`src/rtl/cam_match_encoder.sv`:
```
// rtl/cam_match_encoder.sv - CAM match vector priority encoder with 2-stage handshake pipeline and hit/miss stats
module cam_match_encoder #(
    parameter int DEPTH = 16,
    parameter int IDX_W = 4,
    parameter int CNT_W = 16
) (
    input  logic             clk,
    input  logic             rst,
    input  logic             in_valid,
    output logic             in_ready,
    input  logic [DEPTH-1:0] match,
    output logic             out_valid,
    input  logic             out_ready,
    output logic             out_hit,
    output logic             out_multi,
    output logic [IDX_W-1:0] out_index,
    output logic [IDX_W:0]   out_count,
    input  logic             clr_stats,
    output logic [CNT_W-1:0] hit_cnt,
    output logic [CNT_W-1:0] miss_cnt
);

    logic [DEPTH-1:0] r_s1;
    logic             r_s1_valid;
    logic             r_out_valid;
    logic             r_out_hit;
    logic             r_out_multi;
    logic [IDX_W-1:0] r_out_index;
    logic [IDX_W:0]   r_out_count;
    logic [CNT_W-1:0] r_hit_cnt;
    logic [CNT_W-1:0] r_miss_cnt;

    logic             w_in_ready;
    logic             w_accept;
    logic             w_s1_adv;
    logic             w_out_fire;
    logic [IDX_W-1:0] w_index;
    logic [IDX_W:0]   w_count;

    // Ready depends only on pipeline occupancy, never on in_valid
    always_comb begin
        w_in_ready = !r_s1_valid || !r_out_valid || out_ready;
        w_accept   = in_valid && w_in_ready;
        w_s1_adv   = r_s1_valid && (!r_out_valid || out_ready);
        w_out_fire = r_out_valid && out_ready;
    end

    // Lowest-index priority encode and popcount of the captured vector
    always_comb begin
        w_index = '0;
        w_count = '0;
        for (int i = DEPTH - 1; i >= 0; i--) begin
            if (r_s1[i]) begin
                w_index = IDX_W'(i);
            end
        end
        for (int i = 0; i < DEPTH; i++) begin
            w_count = w_count + {{IDX_W{1'b0}}, r_s1[i]};
        end
    end

    // Stage 1: capture the match vector on an accepted input
    always_ff @(posedge clk or negedge rst) begin
        if (!rst) begin
            r_s1       <= '0;
            r_s1_valid <= 1'b0;
        end else if (w_accept) begin
            r_s1       <= match;
            r_s1_valid <= 1'b1;
        end else if (w_s1_adv) begin
            r_s1_valid <= 1'b0;
        end
    end

    // Stage 2: load encoded result, hold it stable while stalled
    always_ff @(posedge clk or negedge rst) begin
        if (!rst) begin
            r_out_valid <= 1'b0;
            r_out_hit   <= 1'b0;
            r_out_multi <= 1'b0;
            r_out_index <= '0;
            r_out_count <= '0;
        end else if (w_s1_adv) begin
            r_out_valid <= 1'b1;
            r_out_hit   <= |r_s1;
            r_out_multi <= (w_count >= (IDX_W + 1)'(2));
            r_out_index <= w_index;
            r_out_count <= w_count;
        end else if (w_out_fire) begin
            r_out_valid <= 1'b0;
        end
    end

    // Saturating statistics on delivered results; clear has priority
    always_ff @(posedge clk or negedge rst) begin
        if (!rst) begin
            r_hit_cnt  <= '0;
            r_miss_cnt <= '0;
        end else if (clr_stats) begin
            r_hit_cnt  <= '0;
            r_miss_cnt <= '0;
        end else if (w_out_fire) begin
            if (r_out_hit) begin
                if (r_hit_cnt != {CNT_W{1'b1}}) begin
                    r_hit_cnt <= r_hit_cnt + 1'b1;
                end
            end else begin
                if (r_miss_cnt != {CNT_W{1'b1}}) begin
                    r_miss_cnt <= r_miss_cnt + 1'b1;
                end
            end
        end
    end

    assign in_ready  = w_in_ready;
    assign out_valid = r_out_valid;
    assign out_hit   = r_out_hit;
    assign out_multi = r_out_multi;
    assign out_index = r_out_index;
    assign out_count = r_out_count;
    assign hit_cnt   = r_hit_cnt;
    assign miss_cnt  = r_miss_cnt;

endmodule

```
`config.mk`:
```
export PLATFORM = sky130hd
export DESIGN_NAME = cam_match_encoder
export DESIGN_NICKNAME = d
export VERILOG_FILES = /design/src/rtl/cam_match_encoder.sv
export SDC_FILE = /design/constraint.sdc
export NUM_CORES = 1
export LEC_CHECK = 0
export BUFFER_PORTS_ARGS = -buffer_cell sky130_fd_sc_hd__buf_2
export CAP_MARGIN = 15
export CORE_MARGIN = 2
export CORE_UTILIZATION = 54
export DETAILED_ROUTE_END_ITERATION = 7
export PLACE_DENSITY_LB_ADDON = 0.1
export SLEW_MARGIN = 10
export SYNTH_ARGS = -nofsm -noshare
export SYNTH_HDL_FRONTEND = slang
export SYNTH_SLANG_ARGS = --single-unit
export TNS_END_PERCENT = 10
```
`constraint.sdc`:
```
create_clock -name clk -period 9.7 [get_ports clk]
set_input_delay 0 -clock clk [delete_from_list [all_inputs] [get_ports clk]]
set_output_delay 0 -clock clk [all_outputs]
set_load 0.05 [all_outputs]
```
==> impl_table.tex, run 1 <==
\begin{tabular}{lr}
\hline
Metric & Value \\
\hline
\multicolumn{2}{l}{\textbf{Run status}} \\
Run status & complete, no violations \\
\multicolumn{2}{l}{\textbf{Timing}} \\
Final slew viol count & 0 \\
Total Neg Setup Slack & 0 ns \\
Final setup violation count & 0 \\
Final worst path period share & slightly below 40\% \\
Worst path setup slack after routing & between 5 and 6 ns \\
Relative slew slack & about 49\% \\
Least-Margin Pin Slew & between 0.7 and 0.8 ns \\
Clock Skews & slightly below 0.01 ns \\
Final Hold Fails & 0 \\
RSZ-0062 raised after global routing & no \\
Final critical-path required period & approximately 3.8 ns \\
Max Freq & roughly 260 MHz \\
\multicolumn{2}{l}{\textbf{Synth}} \\
Sequential cell area fraction in the yosys report & between 40\% and 50\% \\
Syn\_area\_per\_cell & between 10 and 15 sq um \\
Number of flops mapped to enable cells by yosys & 0 \\
Post-Synthesis Cells & between 300 and 400 \\
Net count after synthesis & about 370 \\
Number of synthesized register bits & 61 \\
Share of synthesized cell area in and, or, nand and nor gates & $\sim$22\% \\
Most frequently used flop master after synthesis & sky130\_fd\_sc\_hd\_\_dfrtp\_1 \\
Area of the mapped netlist & between 0.003 and 0.004 sq mm \\
Yosys warning total & 0 \\
Fraction of synthesized area in multiplexers & roughly 6.0\% \\
Post-synthesis async set-or-reset flop share & 100\% \\
Synthesized-area fraction occupied by ao, oa, aoi and oai cells & around 7.6\% \\
Xor-xnor portion of the synthesized cell area & under 10\% \\
Largest family of logic cells by synthesized area & simple AND/OR/NAND/NOR gates \\
Arithmetic-cell share of the synthesized area counting full adders, half adders and majority gates & 9.00\% \\
Unique masters post-synth & 52 \\
\multicolumn{2}{l}{\textbf{Floorplan}} \\
Initial cell density of the core & around 56\% \\
Std-Cell Core Area & 0.00596 sq mm \\
Placement Rows & 28 \\
Die boundary width & a little over 80 microns \\
Number of top-level pins & between 60 and 70 \\
Die footprint & approximately 0.007 sq mm \\
Overall die height & a little over 80 microns \\
\multicolumn{2}{l}{\textbf{Placed design}} \\
HPWL after DPL & a little under 5 mm \\
Total placed cells including tap cells & roughly 460 \\
Placer Congestion & slightly above 0.8 \\
Dpl cell area & approximately 0.0037 sq mm \\
Total of buffers placed on input and output ports & between 60 and 70 \\
Post-placement worst setup slack & 5.90 ns \\
\multicolumn{2}{l}{\textbf{Global route}} \\
Number of antenna violations at the first check in global routing & 0 \\
Overflow left after global routing & 0 \\
Overall Global Routing Usage & about 22\% \\
Vias in the first global route & $\sim$2700 \\
Global-route wire length before repair & 11.5 mm \\
Pin count of the biggest net entering global routing & 62 \\
\multicolumn{2}{l}{\textbf{Pwr}} \\
Switching power share of the total & 37.9\% \\
Maximum ir drop on the vdd rail & $\sim$280 uV \\
Net switching component of the power & about 0.35 mW \\
Combinational share of power & roughly two fifths \\
Pint & $\sim$0.58 mW \\
Power per cell area & 226 mW/mm\^{}2 \\
Part of the total power dissipated in sequential elements & between 30\% and 40\% \\
Final Total Pwr & about 0.93 mW \\
Clock share of power & between 20\% and 30\% \\
LEAKAGE & 1.93 nW \\
\multicolumn{2}{l}{\textbf{Clock network}} \\
Source-to-sink clock delay at the later pin of the worst-skew pair & 0.35 ns \\
Clock tree from TritonCTS & done \\
Clock buffer count from CTS & 9 \\
Postcts setup bufs & 0 \\
Quantity of gates resized following cts & 0 \\
H-tree levels & 3 \\
Clock sink total & between 60 and 70 \\
Clock-pin slew reported for the worst setup and hold paths after clock tree synthesis & roughly 0.070 ns \\
Clock buffer depth & 2 \\
Clock root cell & sky130\_fd\_sc\_hd\_\_clkbuf\_8 \\
\multicolumn{2}{l}{\textbf{Setup path}} \\
Worst setup path category & reg -> reg \\
Number of cells traversed by the worst register-to-register path & 12 \\
Startpoint kind of the worst setup timing path & flop \\
Maximum net fanout on the critical path & 6 \\
Data arrival time at the worst-slack endpoint & 4.04 ns \\
Reg-to-reg startpoint & r\_s1[0] \\
Worst reg2reg path endpoint & out\_multi \\
Worst Path Required & 9.89 ns \\
R2R Setup Slk & 5.86 ns \\
Type of destination of the critical path & flop \\
\multicolumn{2}{l}{\textbf{Finish}} \\
Number of diodes added for antenna fixing & 0 \\
Commonest cells after routing, fill and taps aside & sky130\_fd\_sc\_hd\_\_buf\_2 (65), sky130\_fd\_sc\_hd\_\_dfrtp\_1 (61), sky130\_fd\_sc\_hd\_\_nor2\_1 (37), sky130\_fd\_sc\_hd\_\_inv\_1 (26), sky130\_fd\_sc\_hd\_\_nand2\_1 (24) \\
Number of non-filler instances in the completed layout & around 500 \\
Post-route standard cell area excluding fillers & approximately 0.004 sq mm \\
Share of layout cells above drive strength 1 & 25.5\% \\
Most common cell after layout, fill and taps aside & sky130\_fd\_sc\_hd\_\_buf\_2 \\
Fill cell total of the finished layout & 495 \\
Layout Nets & $\sim$450 \\
Synthesis-to-finish area growth & 23.6\% \\
\multicolumn{2}{l}{\textbf{Detailed routing}} \\
Via count & approximately 2700 \\
DRC violations left & 0 \\
Vias/cell & about 5.4 \\
First-pass iteration count of the detailed router & 4 \\
DRT Wirelength & 7.02 mm \\
Drt wl/cell & around 14 microns \\
DR iter-0 viols & a little over 100 \\
Remaining antenna violation count & 0 \\
\multicolumn{2}{l}{\textbf{Hold path}} \\
Depth of the worst hold-timing path & 3 \\
Worst hold path startpoint & out\_ready \\
Worst-case hold path end point & r\_s1\_valid \\
Min-delay worst type & in -> reg \\
\multicolumn{2}{l}{\textbf{Flow run}} \\
Count of maximum capacitance violations & 0 \\
\hline
\end{tabular}
[flip-flops by register name, summed over array words and instances, names as in the netlist]
signal,count
r_s1_valid,1
out_hit,1
out_multi,1
miss_cnt,16
hit_cnt,16
r_s1,16
out_count,5
out_index,4
out_valid,1
[layer usage]
layer  wire length, microns  global-route usage [%]  vias up
met5                      0                       0        -
met4                    143                    9.18        0
met3                    294                    5.33       13
met2                   3590                    39.0       54
met1                   3000                    26.4     1293
li1                       -                       -     1318
[kinds of logic after synthesis]
group           Yosys count
simple gates            134
flops                    61
compound gates           40
buf+inv                  32
xor+xnor                 23
mux                      18
fa+ha+maj                18
[through the flow]
stage                     utilization [%]  hold WS, ns
final                                69.2       0.0123
after global routing                 69.2       0.0335
after CTS                            69.2      0.00461
after detailed placement             62.6        0.201
after global placement               62.6        0.205
after floorplan                         -       -0.296
[final cells by class]
class / count / area (sq um) / share of cell area (%)
Timing Repair Buffer: 84 / 513 / 12.4
Multi-Input combinational cell: 233 / 1680 / 40.8
Clock buffer: 13 / 169 / 4.10
Sequential cell: 61 / 1530 / 37.0
Tap cell: 75 / 93.8 / 2.28
Inverter: 26 / 97.6 / 2.37
Clock inverter: 3 / 42.5 / 1.03
[worst max-delay path by stage]
| stage | from | endpoint | cells after the start |
|---|---|---|---|
| 4_1_cts | r_s1[0] | out_multi | 12 |
| 5_1_grt | r_s1[0] | out_multi | 12 |
| 6_report | r_s1[0] | out_multi | 12 |
| 3_3_place_gp | r_s1[0] | out_multi | 12 |
| 2_1_floorplan | r_s1[0] | out_multi | 12 |
| 3_5_place_dp | r_s1[0] | out_multi | 12 |
[worst max-delay path, stage by stage (launching register included)]
cell and delay (ns):
sky130_fd_sc_hd__dfrtp_1 0.43, sky130_fd_sc_hd__inv_1 0.12, sky130_fd_sc_hd__fa_1 0.59, sky130_fd_sc_hd__fa_1 0.45
sky130_fd_sc_hd__fa_1 0.53, sky130_fd_sc_hd__fa_1 0.41, sky130_fd_sc_hd__inv_1 0.07, sky130_fd_sc_hd__ha_1 0.16
sky130_fd_sc_hd__inv_1 0.06, sky130_fd_sc_hd__fa_1 0.41, sky130_fd_sc_hd__nand2b_1 0.18, sky130_fd_sc_hd__o22ai_1 0.16
sky130_fd_sc_hd__a41oi_1 0.14
[cells in the mapped netlist (2+ instances only)]
library cell,number,share of area (%)
sky130_fd_sc_hd__a211oi_1,3,0.68
sky130_fd_sc_hd__a21oi_1,10,1.5
sky130_fd_sc_hd__a31oi_1,5,0.94
sky130_fd_sc_hd__a41oi_1,2,0.53
sky130_fd_sc_hd__and3_1,3,0.56
sky130_fd_sc_hd__and4_1,2,0.53
sky130_fd_sc_hd__clkbuf_1,4,0.45
sky130_fd_sc_hd__dfrtp_1,61,46
sky130_fd_sc_hd__fa_1,10,6.0
sky130_fd_sc_hd__ha_1,8,3.0
sky130_fd_sc_hd__inv_1,26,2.9
sky130_fd_sc_hd__mux2_2,16,5.4
sky130_fd_sc_hd__mux2i_1,2,0.60
sky130_fd_sc_hd__nand2_1,24,2.7
sky130_fd_sc_hd__nand2b_1,6,1.1
sky130_fd_sc_hd__nand3_1,12,1.8
sky130_fd_sc_hd__nand3b_1,3,0.68
sky130_fd_sc_hd__nand4_1,5,0.94
sky130_fd_sc_hd__nor2_1,37,4.2
sky130_fd_sc_hd__nor3_1,15,2.3
sky130_fd_sc_hd__nor4_1,8,1.5
sky130_fd_sc_hd__nor4_2,2,0.75
sky130_fd_sc_hd__nor4b_2,2,0.90
sky130_fd_sc_hd__o21ai_0,10,1.5
sky130_fd_sc_hd__or3_1,2,0.38
sky130_fd_sc_hd__xnor2_1,16,4.2
sky130_fd_sc_hd__xor2_1,7,1.8
[power groups by stage]
stage	Combinational [mW]	Sequential, mW	Clock, mW
3_5_place_dp	0.384	0.306	0
6_report	0.388	0.301	0.242
2_1_floorplan	0.248	0.352	0
3_3_place_gp	0.373	0.305	0
4_1_cts	0.392	0.301	0.244
5_1_grt	0.441	0.305	0.254
[timing repair]
action	in CTS	in global routing
endpoints found under the hold margin	78	0
endpoints found under the setup margin	0	0
hold buffers	18	0
(Power assumes the default switching activity.)
==> run 2, diff against run 1 <==
==> constraint.sdc (replaced) <==
create_clock -name clk -period 3.6 [get_ports clk]
set_input_delay 0 -clock clk [delete_from_list [all_inputs] [get_ports clk]]
set_output_delay 0 -clock clk [all_outputs]
set_load 0.05 [all_outputs]
==> run 2 against run 1 <==
  * Count of clock-buffer cells in the layout decreased by 2
  * Cell area increased by 2.3%
  * Wire length increased by 2.9%
  * Total power increased to 2.9 times the previous value
  * Global-route usage increased by 0.47 points
  * Non-clock buffer count increased by 13
  * First-iteration DRC count increased by 42%
  * Worst setup slack got worse by 5.8 ns
  * Register-to-register slack got worse by 5.8 ns
  * Critical path type unchanged
==> impl_table.tex, run 2 (synthesized netlist as in run 1, its figures left out) <==
\begin{tabular}{lr}
\hline
Metric & Value \\
\hline
\multicolumn{2}{l}{\textbf{Run status}} \\
Run status & complete, no violations (unchanged) \\
\multicolumn{2}{l}{\textbf{Floorplan}} \\
Number of top-level pins & 66 (unchanged) \\
Placement Rows & 28 (unchanged) \\
Die boundary width & 82.6 microns (unchanged) \\
Std-Cell Core Area & 0.00596 sq mm (unchanged) \\
Overall die height & 82.6 microns (unchanged) \\
Initial cell density of the core & 56.0\% (unchanged) \\
Die footprint & 0.00682 sq mm (unchanged) \\
\multicolumn{2}{l}{\textbf{Detailed routing}} \\
First-pass iteration count of the detailed router & 4 (unchanged) \\
Remaining antenna violation count & 0 (unchanged) \\
DRC violations left & 0 (unchanged) \\
Vias/cell & 5.38 (was 5.41) \\
Drt wl/cell & 14.3 microns (was 14.2 microns) \\
DR iter-0 viols & 143 (was 101) \\
DRT Wirelength & 7.23 mm (was 7.02 mm) \\
Via count & 2727 (was 2678) \\
\multicolumn{2}{l}{\textbf{Setup path}} \\
Maximum net fanout on the critical path & 3 (was 6) \\
Type of destination of the critical path & flop (unchanged) \\
Worst Path Required & 3.80 ns (was 9.89 ns) \\
Cell type of the slowest stage on the worst timing path & sky130\_fd\_sc\_hd\_\_fa\_1 (unchanged) \\
Number of buffers and inverters on the critical path & 3 (unchanged) \\
Most frequent cell on the critical path & sky130\_fd\_sc\_hd\_\_fa\_1 (unchanged) \\
Worst setup path category & reg -> reg (unchanged) \\
CP Cell Sequence & inv\_2 -> fa\_1 -> fa\_1 -> fa\_2 -> fa\_1 -> inv\_1 -> ha\_2 -> inv\_2 -> fa\_2 -> nand2b\_4 -> o22ai\_2 -> a41oi\_1 (was inv\_1 -> fa\_1 -> fa\_1 -> fa\_1 -> fa\_1 -> inv\_1 -> ha\_1 -> inv\_1 -> fa\_1 -> nand2b\_1 -> o22ai\_1 -> a41oi\_1) \\
Worst path top cell family by delay & adder cells (unchanged) \\
Worst path max stage delay & 0.56 ns (was 0.59 ns) \\
Number of cells traversed by the worst register-to-register path & 12 (unchanged) \\
Count of cell instances traversed by the critical path & 12 (unchanged) \\
Startpoint kind of the worst setup timing path & flop (unchanged) \\
Data arrival time at the worst-slack endpoint & 3.76 ns (was 4.04 ns) \\
\multicolumn{2}{l}{\textbf{Global route}} \\
Vias in the first global route & 2643 (was 2661) \\
Overflow left after global routing & 0 (unchanged) \\
Overall Global Routing Usage & 22.8\% (was 22.4\%) \\
Number of antenna violations at the first check in global routing & 0 (unchanged) \\
Global-route wire length before repair & 11.6 mm (was 11.5 mm) \\
Pin count of the biggest net entering global routing & 38 (was 62) \\
\multicolumn{2}{l}{\textbf{Timing}} \\
Final Hold Fails & 0 (unchanged) \\
Final setup violation count & 0 (unchanged) \\
Max Freq & 281 MHz (was 260 MHz) \\
Final slew viol count & 0 (unchanged) \\
Relative slew slack & 53.2\% (was 49.0\%) \\
Final worst path period share & 98.9\% (was 39.6\%) \\
Final critical-path required period & 3.56 ns (was 3.84 ns) \\
Final Hold Slack & 0.0104 ns (was 0.0123 ns) \\
Total Neg Setup Slack & 0 ns (unchanged) \\
Clock Skews & 0.0114 ns (was 0.00988 ns) \\
Least-Margin Pin Slew & 0.700 ns (was 0.764 ns) \\
Worst path setup slack after routing & 0.0405 ns (was 5.86 ns) \\
RSZ-0062 raised after global routing & yes (was no) \\
\multicolumn{2}{l}{\textbf{Flow run}} \\
Count of maximum capacitance violations & 0 (unchanged) \\
\multicolumn{2}{l}{\textbf{Pwr}} \\
LEAKAGE & 1.98 nW (was 1.93 nW) \\
Power per cell area & 638 mW/mm\^{}2 (was 226 mW/mm\^{}2) \\
Maximum ir drop on the vdd rail & 889 uV (was 277 uV) \\
Final Total Pwr & 2.69 mW (was 0.931 mW) \\
\multicolumn{2}{l}{\textbf{Clock network}} \\
Clock root cell & sky130\_fd\_sc\_hd\_\_clkbuf\_8 (unchanged) \\
Clock buffer depth & 2 (unchanged) \\
Source-to-sink clock delay at the later pin of the worst-skew pair & 0.34 ns (was 0.35 ns) \\
H-tree levels & 3 (unchanged) \\
Clock tree from TritonCTS & done (unchanged) \\
Clock-pin slew reported for the worst setup and hold paths after clock tree synthesis & 0.07 ns (about the same) \\
Clock sink total & 61 (unchanged) \\
Clock buffer count from CTS & 9 (unchanged) \\
Postcts setup bufs & 0 (unchanged) \\
\multicolumn{2}{l}{\textbf{Placed design}} \\
Dpl cell area & 0.00383 sq mm (was 0.00373 sq mm) \\
Placer Congestion & 0.839 (was 0.826) \\
Total of buffers placed on input and output ports & 65 (unchanged) \\
Total placed cells including tap cells & 474 (was 461) \\
Post-placement worst setup slack & -0.0140 ns (was 5.90 ns) \\
HPWL after DPL & 5.19 mm (was 4.87 mm) \\
\multicolumn{2}{l}{\textbf{Finish}} \\
Most common cell after layout, fill and taps aside & sky130\_fd\_sc\_hd\_\_buf\_2 (unchanged) \\
Fill cell total of the finished layout & 488 (was 495) \\
Commonest cells after routing, fill and taps aside & sky130\_fd\_sc\_hd\_\_buf\_2 (65), sky130\_fd\_sc\_hd\_\_dfrtp\_1 (61), sky130\_fd\_sc\_hd\_\_nor2\_1 (37), sky130\_fd\_sc\_hd\_\_inv\_1 (24), sky130\_fd\_sc\_hd\_\_nand2\_1 (24) (was sky130\_fd\_sc\_hd\_\_buf\_2 (65), sky130\_fd\_sc\_hd\_\_dfrtp\_1 (61), sky130\_fd\_sc\_hd\_\_nor2\_1 (37), sky130\_fd\_sc\_hd\_\_inv\_1 (26), sky130\_fd\_sc\_hd\_\_nand2\_1 (24)) \\
Synthesis-to-finish area growth & 26.5\% (was 23.6\%) \\
Layout Nets & 467 (was 454) \\
Share of layout cells above drive strength 1 & 29.2\% (was 25.5\%) \\
Number of diodes added for antenna fixing & 0 (unchanged) \\
Number of non-filler instances in the completed layout & 507 (was 495) \\
Post-route standard cell area excluding fillers & 0.00422 sq mm (was 0.00412 sq mm) \\
Final cell utilization of the core & 70.8\% (was 69.2\%) \\
\multicolumn{2}{l}{\textbf{Hold path}} \\
Min-delay worst type & in -> reg (unchanged) \\
Depth of the worst hold-timing path & 3 (unchanged) \\
\hline
\end{tabular}
run 2: report_power, final:
part	switching, mW	internal [mW]	total (mW)
sequential	0.0463	0.757	0.803
clock	0.270	0.315	0.585
combinational	0.701	0.604	1.31
total	1.02	1.68	2.69
run 2: worst register-to-register path, cell delays in order (launching register included):
cell and delay (ns):
sky130_fd_sc_hd__dfrtp_1 0.36, sky130_fd_sc_hd__inv_2 0.05, sky130_fd_sc_hd__fa_1 0.56, sky130_fd_sc_hd__fa_1 0.46, sky130_fd_sc_hd__fa_2 0.56, sky130_fd_sc_hd__fa_1 0.41, sky130_fd_sc_hd__inv_1 0.07, sky130_fd_sc_hd__ha_2 0.18
sky130_fd_sc_hd__inv_2 0.04, sky130_fd_sc_hd__fa_2 0.36, sky130_fd_sc_hd__nand2b_4 0.16, sky130_fd_sc_hd__o22ai_2 0.10, sky130_fd_sc_hd__a41oi_1 0.12
run 2: path summary, 6_finish.rpt:
check                              from            to  slack [ns]
min reg2reg                out_count[1]  out_count[1]        0.48
min in group asynchronous           rst   miss_cnt[7]        0.18
min                           out_ready     out_valid        0.01
max reg2reg                     r_s1[3]     out_multi        0.04
max in group asynchronous           rst       r_s1[5]        2.53
max                             r_s1[3]     out_multi        0.04
run 2: layout make-up:
class	count	area (sq um)	area share (%)
clock buffers	11	131	3.11
clock inverters	4	50.0	1.19
inverters	26	97.6	2.31
multi-input cells	233	1710	40.4
flip-flops and latches	61	1530	36.2
well taps	75	93.8	2.22
repair buffers	97	614	14.6
run 2: layer usage:
| metal | wire (microns) | vias up | global-route usage [%] |
|---|---|---|---|
| met2 | 3720 | 43 | 40.4 |
| met3 | 214 | 10 | 4.35 |
| li1 | - | 1341 | - |
| met1 | 3160 | 1333 | 27.2 |
| met4 | 130 | 0 | 9.34 |
| met5 | 0 | - | 0 |
run 2: what timing repair did:
item | in CTS | in global routing
hold endpoints to repair | 41 | 0
hold buffers | 18 | 0
endpoints found under the setup margin | 2 | 4
resized for setup | 1 | 10
pin swaps | 2 | 4
==> run 3, diff against run 2 <==
--- a/config.mk
+++ b/config.mk
@@ -10,7 +10,7 @@
 export CORE_MARGIN = 2
 export CORE_UTILIZATION = 54
 export DETAILED_ROUTE_END_ITERATION = 7
-export PLACE_DENSITY_LB_ADDON = 0.1
+export PLACE_DENSITY = 0.83
 export SLEW_MARGIN = 10
 export SYNTH_ARGS = -nofsm -noshare
 export SYNTH_HDL_FRONTEND = slang
==> run 3 against run 2 <==
  * Combinational power fell by 6%
  * Final cell count fell by 0.59%
  * Cell area barely moved
  * Non-clock buffer count fell by 4
  * Utilization barely moved
  * Wire length fell by 1.7%
  * Clock power rose by 19%
  * Global-route usage fell by 0.46 points
  * Hold slack improved by 0.0089 ns
  * Critical path depth fell by 1
  * Critical path type unchanged
  * Largest power group unchanged
==> impl_table.tex, run 3 (synthesized netlist as in run 1, its figures left out) <==
\begin{tabular}{lr}
\hline
Metric & Value \\
\hline
\multicolumn{2}{l}{\textbf{Timing}} \\
Least-Margin Pin Slew & 0.758 ns (was 0.700 ns) \\
RSZ-0062 raised after global routing & yes (unchanged) \\
Relative slew slack & 49.5\% (was 53.2\%) \\
Final worst path period share & 99.9\% (was 98.9\%) \\
Final Hold Fails & 0 (unchanged) \\
Clock Skews & 0.0107 ns (was 0.0114 ns) \\
Max Freq & 278 MHz (was 281 MHz) \\
Final critical-path required period & 3.60 ns (was 3.56 ns) \\
Final Hold Slack & 0.0193 ns (was 0.0104 ns) \\
Final slew viol count & 0 (unchanged) \\
Final setup violation count & 0 (unchanged) \\
\multicolumn{2}{l}{\textbf{Global route}} \\
Global-route wire length before repair & 11.4 mm (was 11.6 mm) \\
Overflow left after global routing & 0 (unchanged) \\
Vias in the first global route & 2604 (was 2643) \\
Overall Global Routing Usage & 22.4\% (was 22.8\%) \\
Pin count of the biggest net entering global routing & 62 (was 38) \\
Number of antenna violations at the first check in global routing & 0 (unchanged) \\
\multicolumn{2}{l}{\textbf{Finish}} \\
Area used by sequential logic in the layout & 0.00153 sq mm (unchanged) \\
Most common cell after layout, fill and taps aside & sky130\_fd\_sc\_hd\_\_buf\_2 (unchanged) \\
Post-route standard cell area excluding fillers & 0.00422 sq mm (about the same) \\
Number of non-filler instances in the completed layout & 504 (was 507) \\
Fill cell total of the finished layout & 461 (was 488) \\
Commonest cells after routing, fill and taps aside & sky130\_fd\_sc\_hd\_\_buf\_2 (65), sky130\_fd\_sc\_hd\_\_dfrtp\_1 (61), sky130\_fd\_sc\_hd\_\_nor2\_1 (37), sky130\_fd\_sc\_hd\_\_inv\_1 (24), sky130\_fd\_sc\_hd\_\_nand2\_1 (24) (unchanged) \\
Share of layout cells above drive strength 1 & 28.0\% (was 29.2\%) \\
Combined area of the multi-input logic cells & 0.00169 sq mm (was 0.00171 sq mm) \\
Layout Nets & 463 (was 467) \\
Synthesis-to-finish area growth & 26.4\% (was 26.5\%) \\
Number of diodes added for antenna fixing & 0 (unchanged) \\
\multicolumn{2}{l}{\textbf{Clock network}} \\
Clock sink total & 61 (unchanged) \\
Clock root cell & sky130\_fd\_sc\_hd\_\_clkbuf\_8 (unchanged) \\
Source-to-sink clock delay at the later pin of the worst-skew pair & 0.34 ns (about the same) \\
Clock-pin slew reported for the worst setup and hold paths after clock tree synthesis & 0.07 ns (about the same) \\
Clock tree from TritonCTS & done (unchanged) \\
H-tree levels & 3 (unchanged) \\
Clock buffer depth & 2 (unchanged) \\
Clock buffer count from CTS & 9 (unchanged) \\
\multicolumn{2}{l}{\textbf{Setup path}} \\
Reg-to-reg startpoint & r\_s1[9] (was r\_s1[3]) \\
Worst Path Required & 3.80 ns (about the same) \\
Worst setup path category & reg -> reg (unchanged) \\
R2R Setup Slk & 0.004 ns (was 0.04 ns) \\
Start point of the critical path & r\_s1[9] (was r\_s1[3]) \\
Number of cells traversed by the worst register-to-register path & 11 (was 12) \\
Maximum net fanout on the critical path & 4 (was 3) \\
Type of destination of the critical path & flop (unchanged) \\
Worst reg2reg path endpoint & out\_multi (unchanged) \\
Startpoint kind of the worst setup timing path & flop (unchanged) \\
Data arrival time at the worst-slack endpoint & 3.80 ns (was 3.76 ns) \\
\multicolumn{2}{l}{\textbf{Pwr}} \\
Maximum ir drop on the vdd rail & 413 uV (was 889 uV) \\
Final Total Pwr & 2.73 mW (was 2.69 mW) \\
LEAKAGE & 1.98 nW (about the same) \\
Power per cell area & 648 mW/mm\^{}2 (was 638 mW/mm\^{}2) \\
\multicolumn{2}{l}{\textbf{Detailed routing}} \\
DRC violations left & 0 (unchanged) \\
Drt wl/cell & 14.1 microns (was 14.3 microns) \\
Vias/cell & 5.43 (was 5.38) \\
Remaining antenna violation count & 0 (unchanged) \\
Via count & 2738 (was 2727) \\
DRT Wirelength & 7.10 mm (was 7.23 mm) \\
First-pass iteration count of the detailed router & 4 (unchanged) \\
DR iter-0 viols & 118 (was 143) \\
\multicolumn{2}{l}{\textbf{Hold path}} \\
Worst hold path startpoint & out\_ready (unchanged) \\
Worst-case hold path end point & out\_valid (unchanged) \\
Depth of the worst hold-timing path & 3 (unchanged) \\
Min-delay worst type & in -> reg (unchanged) \\
\multicolumn{2}{l}{\textbf{Floorplan}} \\
Number of top-level pins & 66 (unchanged) \\
Die boundary width & 82.6 microns (unchanged) \\
Die footprint & 0.00682 sq mm (unchanged) \\
Initial cell density of the core & 56.0\% (unchanged) \\
Overall die height & 82.6 microns (unchanged) \\
Std-Cell Core Area & 0.00596 sq mm (unchanged) \\
Placement Rows & 28 (unchanged) \\
\multicolumn{2}{l}{\textbf{Placed design}} \\
Total of buffers placed on input and output ports & 65 (unchanged) \\
HPWL after DPL & 5.04 mm (was 5.19 mm) \\
Dpl cell area & 0.00378 sq mm (was 0.00383 sq mm) \\
Placer Congestion & 0.828 (was 0.839) \\
Total placed cells including tap cells & 468 (was 474) \\
\multicolumn{2}{l}{\textbf{Run status}} \\
Run status & complete, no violations (unchanged) \\
\multicolumn{2}{l}{\textbf{Flow run}} \\
Count of maximum capacitance violations & 0 (unchanged) \\
\hline
\end{tabular}
## run 3: cell types whose count changed in the layout (fill, tap and decap cells not counted)
cell and delta:
sky130_fd_sc_hd__a21oi_1 +1, sky130_fd_sc_hd__buf_4 -3, sky130_fd_sc_hd__fa_2 -1, sky130_fd_sc_hd__buf_6 -1, sky130_fd_sc_hd__fa_1 +1, sky130_fd_sc_hd__bufinv_16 +1
sky130_fd_sc_hd__clkinv_2 -1, sky130_fd_sc_hd__o22ai_1 +1, sky130_fd_sc_hd__clkbuf_8 +2, sky130_fd_sc_hd__o22ai_2 -1, sky130_fd_sc_hd__clkinvlp_4 -1, sky130_fd_sc_hd__a21oi_2 -1
## run 3: through the flow
stage | util (%) | setup WS [ns] | setup TNS [ns]
after floorplan | - | 0.0192 | 0
after global placement | 63.5 | 0.0780 | 0
after detailed placement | 63.5 | -0.0781 | -0.0781
after CTS | 70.8 | 0.0191 | 0
after global routing | 70.8 | -0.0894 | -0.199
final | 70.8 | 0.00417 | 0
## run 3: area by class of cell
class                      instances  area share [%]
clock buffer                      13            3.77
clock inverter                     3            1.60
inverter                          26            2.31
multi-input combinational        233            40.1
sequential                        61            36.2
tap                               75            2.22
timing repair buffer              93            13.8
## run 3: where the power goes
part,internal [mW],total (mW),switching (mW)
Clock,0.428,0.699,0.270
Combinational,0.547,1.23,0.678
Sequential,0.757,0.807,0.0503
## run 3: worst max-delay path: stages, from the launching register on
cell and delay [ns]:
sky130_fd_sc_hd__dfrtp_1 0.42, sky130_fd_sc_hd__inv_1 0.10, sky130_fd_sc_hd__fa_1 0.44, sky130_fd_sc_hd__fa_1 0.49
sky130_fd_sc_hd__fa_1 0.43, sky130_fd_sc_hd__fa_1 0.55, sky130_fd_sc_hd__inv_1 0.05, sky130_fd_sc_hd__ha_1 0.28
sky130_fd_sc_hd__a21o_1 0.17, sky130_fd_sc_hd__a21oi_1 0.18, sky130_fd_sc_hd__xor2_1 0.20, sky130_fd_sc_hd__a41oi_1 0.15
## run 3: what timing repair did
| item | in CTS | in global routing |
|---|---|---|
| hold endpoints to repair | 78 | 0 |
| gates resized for setup | 5 | 2 |
| pin swaps | 3 | 1 |
| endpoints found under the setup margin | 2 | 4 |
| hold buffers | 18 | 0 |
| buffers inserted | 2 | 0 |
## run 3: metal layers
| metal | GRT usage, % | up-vias | part of all wire, % | wire (microns) |
|---|---|---|---|---|
| li1 | - | 1341 | - | - |
| met1 | 26.0 | 1335 | 42 | 2970 |
| met2 | 39.0 | 51 | 52 | 3700 |
| met3 | 6.74 | 11 | 4.2 | 299 |
| met4 | 8.20 | 0 | 1.9 | 136 |
| met5 | 0 | - | 0 | 0 |
## run 3: worst max path at each step
| stage | to | cells after the start |
|---|---|---|
| detailed placement | out_multi | 12 |
| global placement | out_multi | 12 |
| floorplan | out_multi | 12 |
| global route | out_multi | 11 |
| finish | out_multi | 11 |
| CTS | out_multi | 11 |
